==> config.mk <==
export PLATFORM = sky130hd
export DESIGN_NAME = pipe_adder_n_flat
export DESIGN_NICKNAME = d
export VERILOG_FILES = /design/src/rtl/pipe_adder_n_pkg.sv /design/src/rtl/pipe_adder_n_if.sv /design/src/rtl/pipe_adder_n_seg.sv /design/src/rtl/pipe_adder_n.sv /design/src/flat_wrapper.sv
export SDC_FILE = /design/constraint.sdc
export NUM_CORES = 1
export LEC_CHECK = 0
export ABC_AREA = 1
export ABC_CLOCK_PERIOD_IN_PS = 6050
export BUFFER_PORTS_ARGS = -buffer_cell sky130_fd_sc_hd__buf_2
export CORE_ASPECT_RATIO = 1.75
export CORE_UTILIZATION = 30
export CTS_CLUSTER_SIZE = 8
export DETAILED_ROUTE_END_ITERATION = 8
export GPL_ROUTABILITY_DRIVEN = 0
export PLACE_DENSITY = 0.51
export SLEW_MARGIN = 20
export SYNTH_ARGS = -nofsm -noshare
export SYNTH_HDL_FRONTEND = slang
export SYNTH_SLANG_ARGS = --single-unit
==> constraint.sdc <==
create_clock -name clk -period 6.05 [get_ports clk]
set_input_delay 0.605 -clock clk [delete_from_list [all_inputs] [get_ports clk]]
set_output_delay 0.605 -clock clk [all_outputs]
set_load 0.01 [all_outputs]
==> src/rtl/pipe_adder_n_pkg.sv <==
// Shared constants for the segmented pipelined adder: default widths and
// the stage-count derivation used by the top level.
package adder_pkg;

  localparam int unsigned WIDTH_DEF = 36;
  localparam int unsigned SEG_DEF   = 12;

  function automatic int unsigned stages(input int unsigned width, input int unsigned seg);
    return width / seg;
  endfunction

endpackage

==> src/rtl/pipe_adder_n_if.sv <==
// Operand/result handshake bundle for pipe_adder_n; master drives operands
// and accepts results, slave is the adder itself.
interface pipe_adder_n_if #(parameter int unsigned WIDTH = adder_pkg::WIDTH_DEF);

  logic             in_valid;
  logic             in_ready;
  logic [WIDTH-1:0] a;
  logic [WIDTH-1:0] b;
  logic             cin;
  logic             sub;
  logic             out_valid;
  logic             out_ready;
  logic [WIDTH-1:0] sum;
  logic             ca;
  logic             ovf;

  modport master (
    output in_valid, a, b, cin, sub, out_ready,
    input  in_ready, out_valid, sum, ca, ovf
  );

  modport slave (
    input  in_valid, a, b, cin, sub, out_ready,
    output in_ready, out_valid, sum, ca, ovf
  );

endinterface

==> src/rtl/pipe_adder_n_seg.sv <==
// One SEG-bit slice of the pipelined adder: sum, carry-out and the carry
// into the slice MSB (needed for signed overflow on the top slice).
module adder_seg #(
  parameter int unsigned SEG = 12
) (
  input  logic [SEG-1:0] a,
  input  logic [SEG-1:0] b,
  input  logic           ci,
  output logic [SEG-1:0] s,
  output logic           co,
  output logic           cm
);

  logic [SEG:0] full;

  assign full = {1'b0, a} + {1'b0, b} + {{SEG{1'b0}}, ci};
  assign s    = full[SEG-1:0];
  assign co   = full[SEG];
  // MSB sum bit = a ^ b ^ carry-in, so the carry into the MSB falls out by XOR
  assign cm   = s[SEG-1] ^ a[SEG-1] ^ b[SEG-1];

endmodule

==> src/rtl/pipe_adder_n.sv <==
// Carry-pipelined adder/subtractor: one SEG-bit slice per stage, with
// operand skew ahead of the active slice and result de-skew behind it.
module pipe_adder_n
  import adder_pkg::*;
#(
  parameter int unsigned WIDTH = WIDTH_DEF,
  parameter int unsigned SEG   = SEG_DEF
) (
  input logic         clk,
  input logic         rst,
  pipe_adder_n_if.slave bus
);

  localparam int unsigned STAGES = stages(WIDTH, SEG);

  typedef logic [SEG-1:0] seg_t;

  // [stage][segment]; stage k only consumes segment k of the operands and
  // only produces segment k of the result, the rest is forwarded as-is.
  seg_t ap [STAGES][STAGES];
  seg_t bp [STAGES][STAGES];
  seg_t rp [STAGES][STAGES];
  seg_t sa [STAGES][STAGES];
  seg_t sb [STAGES][STAGES];
  seg_t sr [STAGES][STAGES];
  logic sc [STAGES];
  logic sv [STAGES];

  seg_t ss [STAGES];
  logic co [STAGES];
  logic cm [STAGES];

  logic [STAGES-1:0] c;
  logic [STAGES-1:0] v;
  logic              ov;
  logic              adv;
  logic [WIDTH-1:0]  bx;
  logic [WIDTH-1:0]  sum_w;

  assign adv          = !v[STAGES-1] | bus.out_ready;
  assign bus.in_ready = adv;
  assign bx           = bus.sub ? ~bus.b : bus.b;

  always_comb begin
    for (int unsigned j = 0; j < STAGES; j++) begin
      sa[0][j] = bus.a[j*SEG +: SEG];
      sb[0][j] = bx[j*SEG +: SEG];
      sr[0][j] = '0;
    end
    sc[0] = bus.sub | bus.cin;
    sv[0] = bus.in_valid;
    for (int unsigned k = 1; k < STAGES; k++) begin
      for (int unsigned j = 0; j < STAGES; j++) begin
        sa[k][j] = ap[k-1][j];
        sb[k][j] = bp[k-1][j];
        sr[k][j] = rp[k-1][j];
      end
      sc[k] = c[k-1];
      sv[k] = v[k-1];
    end
  end

  for (genvar k = 0; k < STAGES; k++) begin : g_seg
    adder_seg #(.SEG(SEG)) u_seg (
      .a  (sa[k][k]),
      .b  (sb[k][k]),
      .ci (sc[k]),
      .s  (ss[k]),
      .co (co[k]),
      .cm (cm[k])
    );
  end

  always_ff @(posedge clk or posedge rst) begin
    if (rst) begin
      v  <= '0;
      c  <= '0;
      ov <= 1'b0;
      for (int unsigned k = 0; k < STAGES; k++) begin
        for (int unsigned j = 0; j < STAGES; j++) begin
          ap[k][j] <= '0;
          bp[k][j] <= '0;
          rp[k][j] <= '0;
        end
      end
    end else if (adv) begin
      for (int unsigned k = 0; k < STAGES; k++) begin
        v[k] <= sv[k];
        c[k] <= co[k];
        for (int unsigned j = 0; j < STAGES; j++) begin
          ap[k][j] <= sa[k][j];
          bp[k][j] <= sb[k][j];
          rp[k][j] <= (j == k) ? ss[k] : sr[k][j];
        end
      end
      ov <= cm[STAGES-1] ^ co[STAGES-1];
    end
  end

  always_comb begin
    sum_w = '0;
    for (int unsigned j = 0; j < STAGES; j++) begin
      sum_w[j*SEG +: SEG] = rp[STAGES-1][j];
    end
  end

  assign bus.sum       = sum_w;
  assign bus.ca        = c[STAGES-1];
  assign bus.ovf       = ov;
  assign bus.out_valid = v[STAGES-1];

endmodule

==> src/flat_wrapper.sv <==
// flat-port wrapper written by rule: the top's interface ports become plain ports
module pipe_adder_n_flat import adder_pkg::*;
#(
  parameter int unsigned WIDTH = WIDTH_DEF,
  parameter int unsigned SEG   = SEG_DEF
)
  (clk, rst, bus_in_valid, bus_a, bus_b, bus_cin, bus_sub, bus_out_ready, bus_in_ready, bus_out_valid, bus_sum, bus_ca, bus_ovf);
  pipe_adder_n_if #(.WIDTH(WIDTH)) bus_i ();
  input logic clk;
  input logic rst;
  input wire logic [$bits(bus_i.in_valid)-1:0] bus_in_valid;
  input wire logic [$bits(bus_i.a)-1:0] bus_a;
  input wire logic [$bits(bus_i.b)-1:0] bus_b;
  input wire logic [$bits(bus_i.cin)-1:0] bus_cin;
  input wire logic [$bits(bus_i.sub)-1:0] bus_sub;
  input wire logic [$bits(bus_i.out_ready)-1:0] bus_out_ready;
  output wire logic [$bits(bus_i.in_ready)-1:0] bus_in_ready;
  output wire logic [$bits(bus_i.out_valid)-1:0] bus_out_valid;
  output wire logic [$bits(bus_i.sum)-1:0] bus_sum;
  output wire logic [$bits(bus_i.ca)-1:0] bus_ca;
  output wire logic [$bits(bus_i.ovf)-1:0] bus_ovf;
  assign bus_i.in_valid = bus_in_valid;
  assign bus_i.a = bus_a;
  assign bus_i.b = bus_b;
  assign bus_i.cin = bus_cin;
  assign bus_i.sub = bus_sub;
  assign bus_i.out_ready = bus_out_ready;
  assign bus_in_ready = bus_i.in_ready;
  assign bus_out_valid = bus_i.out_valid;
  assign bus_sum = bus_i.sum;
  assign bus_ca = bus_i.ca;
  assign bus_ovf = bus_i.ovf;
  pipe_adder_n #(.WIDTH(WIDTH), .SEG(SEG)) u_core (.clk(clk), .rst(rst), .bus(bus_i));
endmodule
==> metrics.yaml, run 1 <==
run_status: "completed"
cts_buffer_depth: 2
grt_pass1_vias: 6110
yosysUniqueCellTypes: 35
post_drt_via_cell_ratio: 4.44
clock_sinks: 151
min_path_type: "in -> async"
area_delta_synth_final_pct: 15.2
fillers: 2734
layout_commonest_cell: "nand2_1"
grt_use_total_pct: 14.5
io_buffers: 117
max-cap-violations: 0
grt_max_degree: 95
numCtsBuffers: 17
synth_top_cell_by_area: "dfrtp_1"
powerDensity_nw_per_um2: 482
synth_fp_nets: 1055
worst_ep_arrival_time_ps: 2420
final_cell_mix: "nand2_1 (382), dfrtp_1 (151), buf_2 (117)"
syn_avg_cell_area_sq_um: 8.39
ant_nets: 0
fin_cells: 1339
clk_pin_slew_ps: 60
r2r_start: "u_core.v[2]"
cts_hold_buf: 0
cpPeakStageDelay_ps: 670
cts_tree: "done"
cp-startpoint: "u_core.v[2]"
period_share_pct: 49.9
utilization_pct: 35.1
path_cells: "inv_1 > nor2_4 > buf_4 > inv_4 > buf_2"
cts-root-buf: "clkbuf_16"
num_rows: 78
rsz0062_at_grt: "no"
synth_top_area_share_pct: 48.0
grt_first_pass_wirelength_mm: 30.2
layout-drive-gt1-share_pct: 17.5
place_inst: 1308
synth-seq-cells: 151
maxSlewHeadroom_pct: 38.5
hold_viol_final: 0
ys_seq_area_share_pct: 48.0
drt_iter0_drc: 328
n_antenna_cell: 0
antenna_found_initial: 0
worstSetupPathType: "reg -> out"
num_vias: 5950
end_kind: "primary output"
drt_first_pass_iters: 4
ys_warn_count: 0
worstSetupStartpointType: "flop"
netlist_instances: 938
routed_wl_mm: 18.0
tns_ps: 0
global_route.overflow_total: 0
die_w_microns: 124
fmax_mhz: 331
clkLatencyLatePin_ps: 430
h-tree-depth: 4
crit_fanout: 92
setup_viol: 0
post_cts_buffers: 0
pin_count: 118
dp_hpwl_mm: 12.4
start_util_pct: 30.4
die-area_sq_um: 26900
layout_min_cycle_time_ps: 3020
skew_ps: 6.97
route.detailed.drc: 0
ir_drop_mv: 0.221
fin_nets: 1124
cpMaxStageDelayCell: "buf_4"
rr_worst_depth: 7
wl_per_cell_microns: 13.4
worst_pin_slew_ps: 923
syn_area_sq_um: 7870
worstPathRequired_ps: 5440
power.leakage_nw: 4.65
synth_area_leaders: "dfrtp_1 (48%), nand2_1 (18%), ha_1 (5.2%)"
cts_resized: 0
die-height_microns: 216
finalMaxSlewViolations: 0
fp.coreArea_sq_um: 25900
[Yosys cell counts, drive strengths merged]
cell    instances
a21boi          1
a21o            2
a21oi          26
a31oi           8
buf            59
clkbuf         13
dfrtp         151
fa              6
ha             33
inv            50
nand2         386
nand3          28
nand3b          1
nand4           4
nor2           33
nor3            4
o211a           2
o21ai          69
o21bai          4
o31ai           2
or2             8
xnor2          28
xor2           20
[power by group]
group | switching [mW] | total [mW] | internal [mW]
Clock | 0.432 | 1.13 | 0.698
Sequential | 0.218 | 1.63 | 1.41
Combinational | 1.00 | 1.62 | 0.615
Total | 1.65 | 4.38 | 2.72
[cell families after synthesis]
logic type,after synthesis,share of synthesized area [%]
AOI/OAI and AO/OA,114,8.17
DFF,151,48.0
adders and majority gates,39,6.77
xor gates and xnor gates,48,5.34
buffers and inverters,122,8.20
and+or+nand+nor,464,23.5
[registers in the layout (all words and copies together) (netlist names)]
name,flops
u_core.ap,36
u_core.bp,36
u_core.bus.ovf,1
u_core.bus.sum,36
u_core.c,3
u_core.rp,36
u_core.v,3
[routing by layer]
| metal | GRT usage, % | routed length, microns |
|---|---|---|
| met1 | 16.8 | 7950 |
| met2 | 24.4 | 8830 |
| met3 | 3.14 | 557 |
| met4 | 8.31 | 622 |
| met5 | 0 | 0 |
[metrics by stage]
step | instance area, sq um | hold slack (ps) | power, mW | setup WS [ps]
6_report | 9070 | 325 | 4.38 | 3030
4_1_cts | 9070 | 326 | 4.47 | 2910
2_1_floorplan | 7870 | 420 | 2.96 | 1380
5_1_grt | 9070 | 353 | 4.77 | 2760
3_5_place_dp | 8450 | 452 | 3.30 | 3090
3_3_place_gp | 8450 | 442 | 3.28 | 3090
[final timing paths]
path / slack [ps] / end
min reg2reg: 460 / u_core.v[2]
min in group clk: 360 / u_core.ap[76]
max: 3030 / bus_in_ready
max in group asynchronous: 4430 / u_core.ap[78]
min: 320 / u_core.bus.sum[19]
max reg2reg: 3510 / u_core.rp[98]
[worst max-delay path: cells and delay by family (launching register included)]
family	cells	cell delay [ps]
buffers and inverters	4	1530
DFF	1	350
and+or+nand+nor	1	60
[layout make-up]
class / count / area, sq um / share of cell area (%)
Clock buffer: 19 / 443 / 4.88
Timing Repair Buffer: 122 / 623 / 6.87
Multi-Input combinational cell: 665 / 3450 / 38.1
Sequential cell: 151 / 3780 / 41.7
Inverter: 50 / 195 / 2.15
Tap cell: 320 / 400 / 4.42
Clock inverter: 12 / 174 / 1.92
No activity file was read; power rests on OpenSTA's default activity.
==> run 2: changes to the inputs <==
--- a/config.mk
+++ b/config.mk
@@ -6,7 +6,7 @@
 export NUM_CORES = 1
 export LEC_CHECK = 0
 export ABC_AREA = 1
-export ABC_CLOCK_PERIOD_IN_PS = 6050
+export ABC_CLOCK_PERIOD_IN_PS = 3150
 export BUFFER_PORTS_ARGS = -buffer_cell sky130_fd_sc_hd__buf_2
 export CORE_ASPECT_RATIO = 1.75
 export CORE_UTILIZATION = 30
==> constraint.sdc (replaced) <==
create_clock -name clk -period 3.15 [get_ports clk]
set_input_delay 0.315 -clock clk [delete_from_list [all_inputs] [get_ports clk]]
set_output_delay 0.315 -clock clk [all_outputs]
set_load 0.01 [all_outputs]
==> metrics.yaml, run 2 (synthesized netlist as in run 1, its figures left out) <==
run_status: "completed"  # unchanged
area_delta_synth_final_pct: 15.4  # was 15.2%
die-height_microns: 216  # unchanged
start_util_pct: 30.4  # unchanged
drt_first_pass_iters: 4  # unchanged
post_cts_buffers: 0  # unchanged
setup_viol: 0  # unchanged
grt_use_total_pct: 14.4  # was 14.5%
num_vias: 5963  # was 5950
clkLatencyLatePin_ps: 440  # was 430 ps
period_share_pct: 69.9
final_cell_mix: "nand2_1 (382), dfrtp_1 (151), buf_2 (117)"  # unchanged
min_path_type: "in -> reg"  # was in -> async
grt_first_pass_wirelength_mm: 30.4  # was 30.2 mm
die-area_sq_um: 26900  # unchanged
layout_commonest_cell: "nand2_1"  # unchanged
fin_nets: 1126  # was 1124
max-cap-violations: 0  # unchanged
fillers: 2752  # was 2734
crit_top_cell: "nand2_1"
grt_max_degree: 185  # was 95
cts-root-buf: "clkbuf_16"  # unchanged
ir_drop_mv: 0.820  # was 0.221 mV
grt_pass1_vias: 6130  # was 6110
layout-drive-gt1-share_pct: 17.4  # was 17.5%
finalMaxSlewViolations: 0  # unchanged
clk_pin_slew_ps: 60  # about the same
ant_nets: 0  # unchanged
die_w_microns: 124  # unchanged
dp_hpwl_mm: 12.6  # was 12.4 mm
pin_count: 118  # unchanged
antenna_found_initial: 2  # was 0
r2r_setup_slack_ps: 950  # was 3510 ps
hold_ws_ps: 65.4  # was 325 ps
h-tree-depth: 4  # unchanged
fin_cells: 1342  # was 1339
post_drt_via_cell_ratio: 4.44  # about the same
io_buffers: 117  # unchanged
crit_fanout: 4  # was 92
fp.coreArea_sq_um: 25900  # unchanged
fmax_mhz: 454
power_mw: 8.27  # was 4.38 mW
num_rows: 78  # unchanged
worst_pin_slew_ps: 749  # was 923 ps
cts_buffer_depth: 2  # unchanged
wl_per_cell_microns: 13.5  # was 13.4 microns
skew_ps: 8.07  # was 6.97 ps
final_cell_area_sq_um: 9090  # was 9070 sq um
end_kind: "flop"  # was primary output
worstSetupStartpointType: "flop"  # unchanged
numCtsBuffers: 17  # unchanged
powerDensity_nw_per_um2: 909  # was 482 nW/um^2
power.leakage_nw: 4.64  # was 4.65 nW
worst_ep_arrival_time_ps: 2530  # was 2420 ps
routed_wl_mm: 18.2  # was 18.0 mm
cp_num_buf_inv: 2  # was 4
worstSetupPathType: "reg -> reg"  # was reg -> out
maxSlewHeadroom_pct: 50.1  # was 38.5%
path_cells: "fa_1 > inv_1 > fa_1 > inv_1 > nand2_1 > nand2_1 > o21ai_1 > o21ai_2 > nand2_1 > nand2_1 > or2_1 > nand3_1 > nand2_1"  # was inv_1 > nor2_4 > buf_4 > inv_4 > buf_2
cpMaxStageDelayCell: "fa_1"  # was buf_4
drt_iter0_drc: 245  # was 328
place_inst: 1309  # was 1308
global_route.overflow_total: 0  # unchanged
crit_family: "adder cells"  # was buffers and inverters
route.detailed.drc: 0  # unchanged
layout_min_cycle_time_ps: 2200
cpPeakStageDelay_ps: 460  # was 670 ps
rsz0062_at_grt: "no"  # unchanged
place_area_sq_um: 8510  # was 8450 sq um
cts_tree: "done"  # unchanged
clock_sinks: 151  # unchanged
hold_viol_final: 0  # unchanged
worstPathRequired_ps: 3480  # was 5440 ps
tns_ps: 0  # unchanged
## run 2: cell types whose count changed in the layout (fill, tap and decap cells not counted), moves of 2 or more
cell / change
clkinvlp_4: +3
bufinv_16: -2
buf_4: -3
buf_12: +4
## run 2: cell type report
cell class	instances	area (sq um)	area share (%)
Sequential cell	151	3780	41.6
Tap cell	320	400	4.40
Antenna cell	1	2.50	0.0275
Timing Repair Buffer	124	691	7.60
Clock inverter	11	124	1.36
Inverter	50	193	2.12
Multi-Input combinational cell	665	3450	38.0
Clock buffer	20	447	4.91
## run 2: what timing repair did
action                                 4_1_cts  5_1_grt
endpoints found under the hold margin       15        0
hold buffers                                 1        0
resized for setup                            0        0
setup endpoints to repair                    0        0
## run 2: worst paths after layout
kind	startpoint	to	depth (start not counted)
worst max-delay path	u_core.c[1]	u_core.bus.sum[34]	13
worst min-delay path	bus_a[25]	u_core.ap[73]	3
worst max register to register	u_core.c[1]	u_core.bus.sum[34]	13
worst min register to register	u_core.v[1]	u_core.v[2]	2
max in group asynchronous	rst	u_core.ap[79]	4
min in group asynchronous	rst	u_core.bus.sum[20]	3
## run 2: stage by stage
stage / setup WS [ps] / utilization [%]
after CTS: 916 / 35.1
after global placement: 762 / 32.9
after detailed placement: 702 / 32.9
final: 948 / 35.1
after floorplan: 856 / -
after global routing: 764 / 35.1
## run 2: report_power, final
group	switching, mW	internal, mW
Combinational	1.94	1.20
Sequential	0.408	2.71
Clock	0.825	1.18
## run 2: metal layers
metal  up-vias  part of all wire [%]  track usage [%]
met4         2                   3.2             7.71
met5         -                 0.072                0
met2        91                    51             24.8
met1      2769                    43             16.5
li1       3071                     -                -
met3        30                   3.3             3.11
## run 2: worst min-delay path, delay by kind of cell
kind                   cells  cell delay, ps
AND/OR/NAND/NOR            2              80
buffers and inverters      1              70
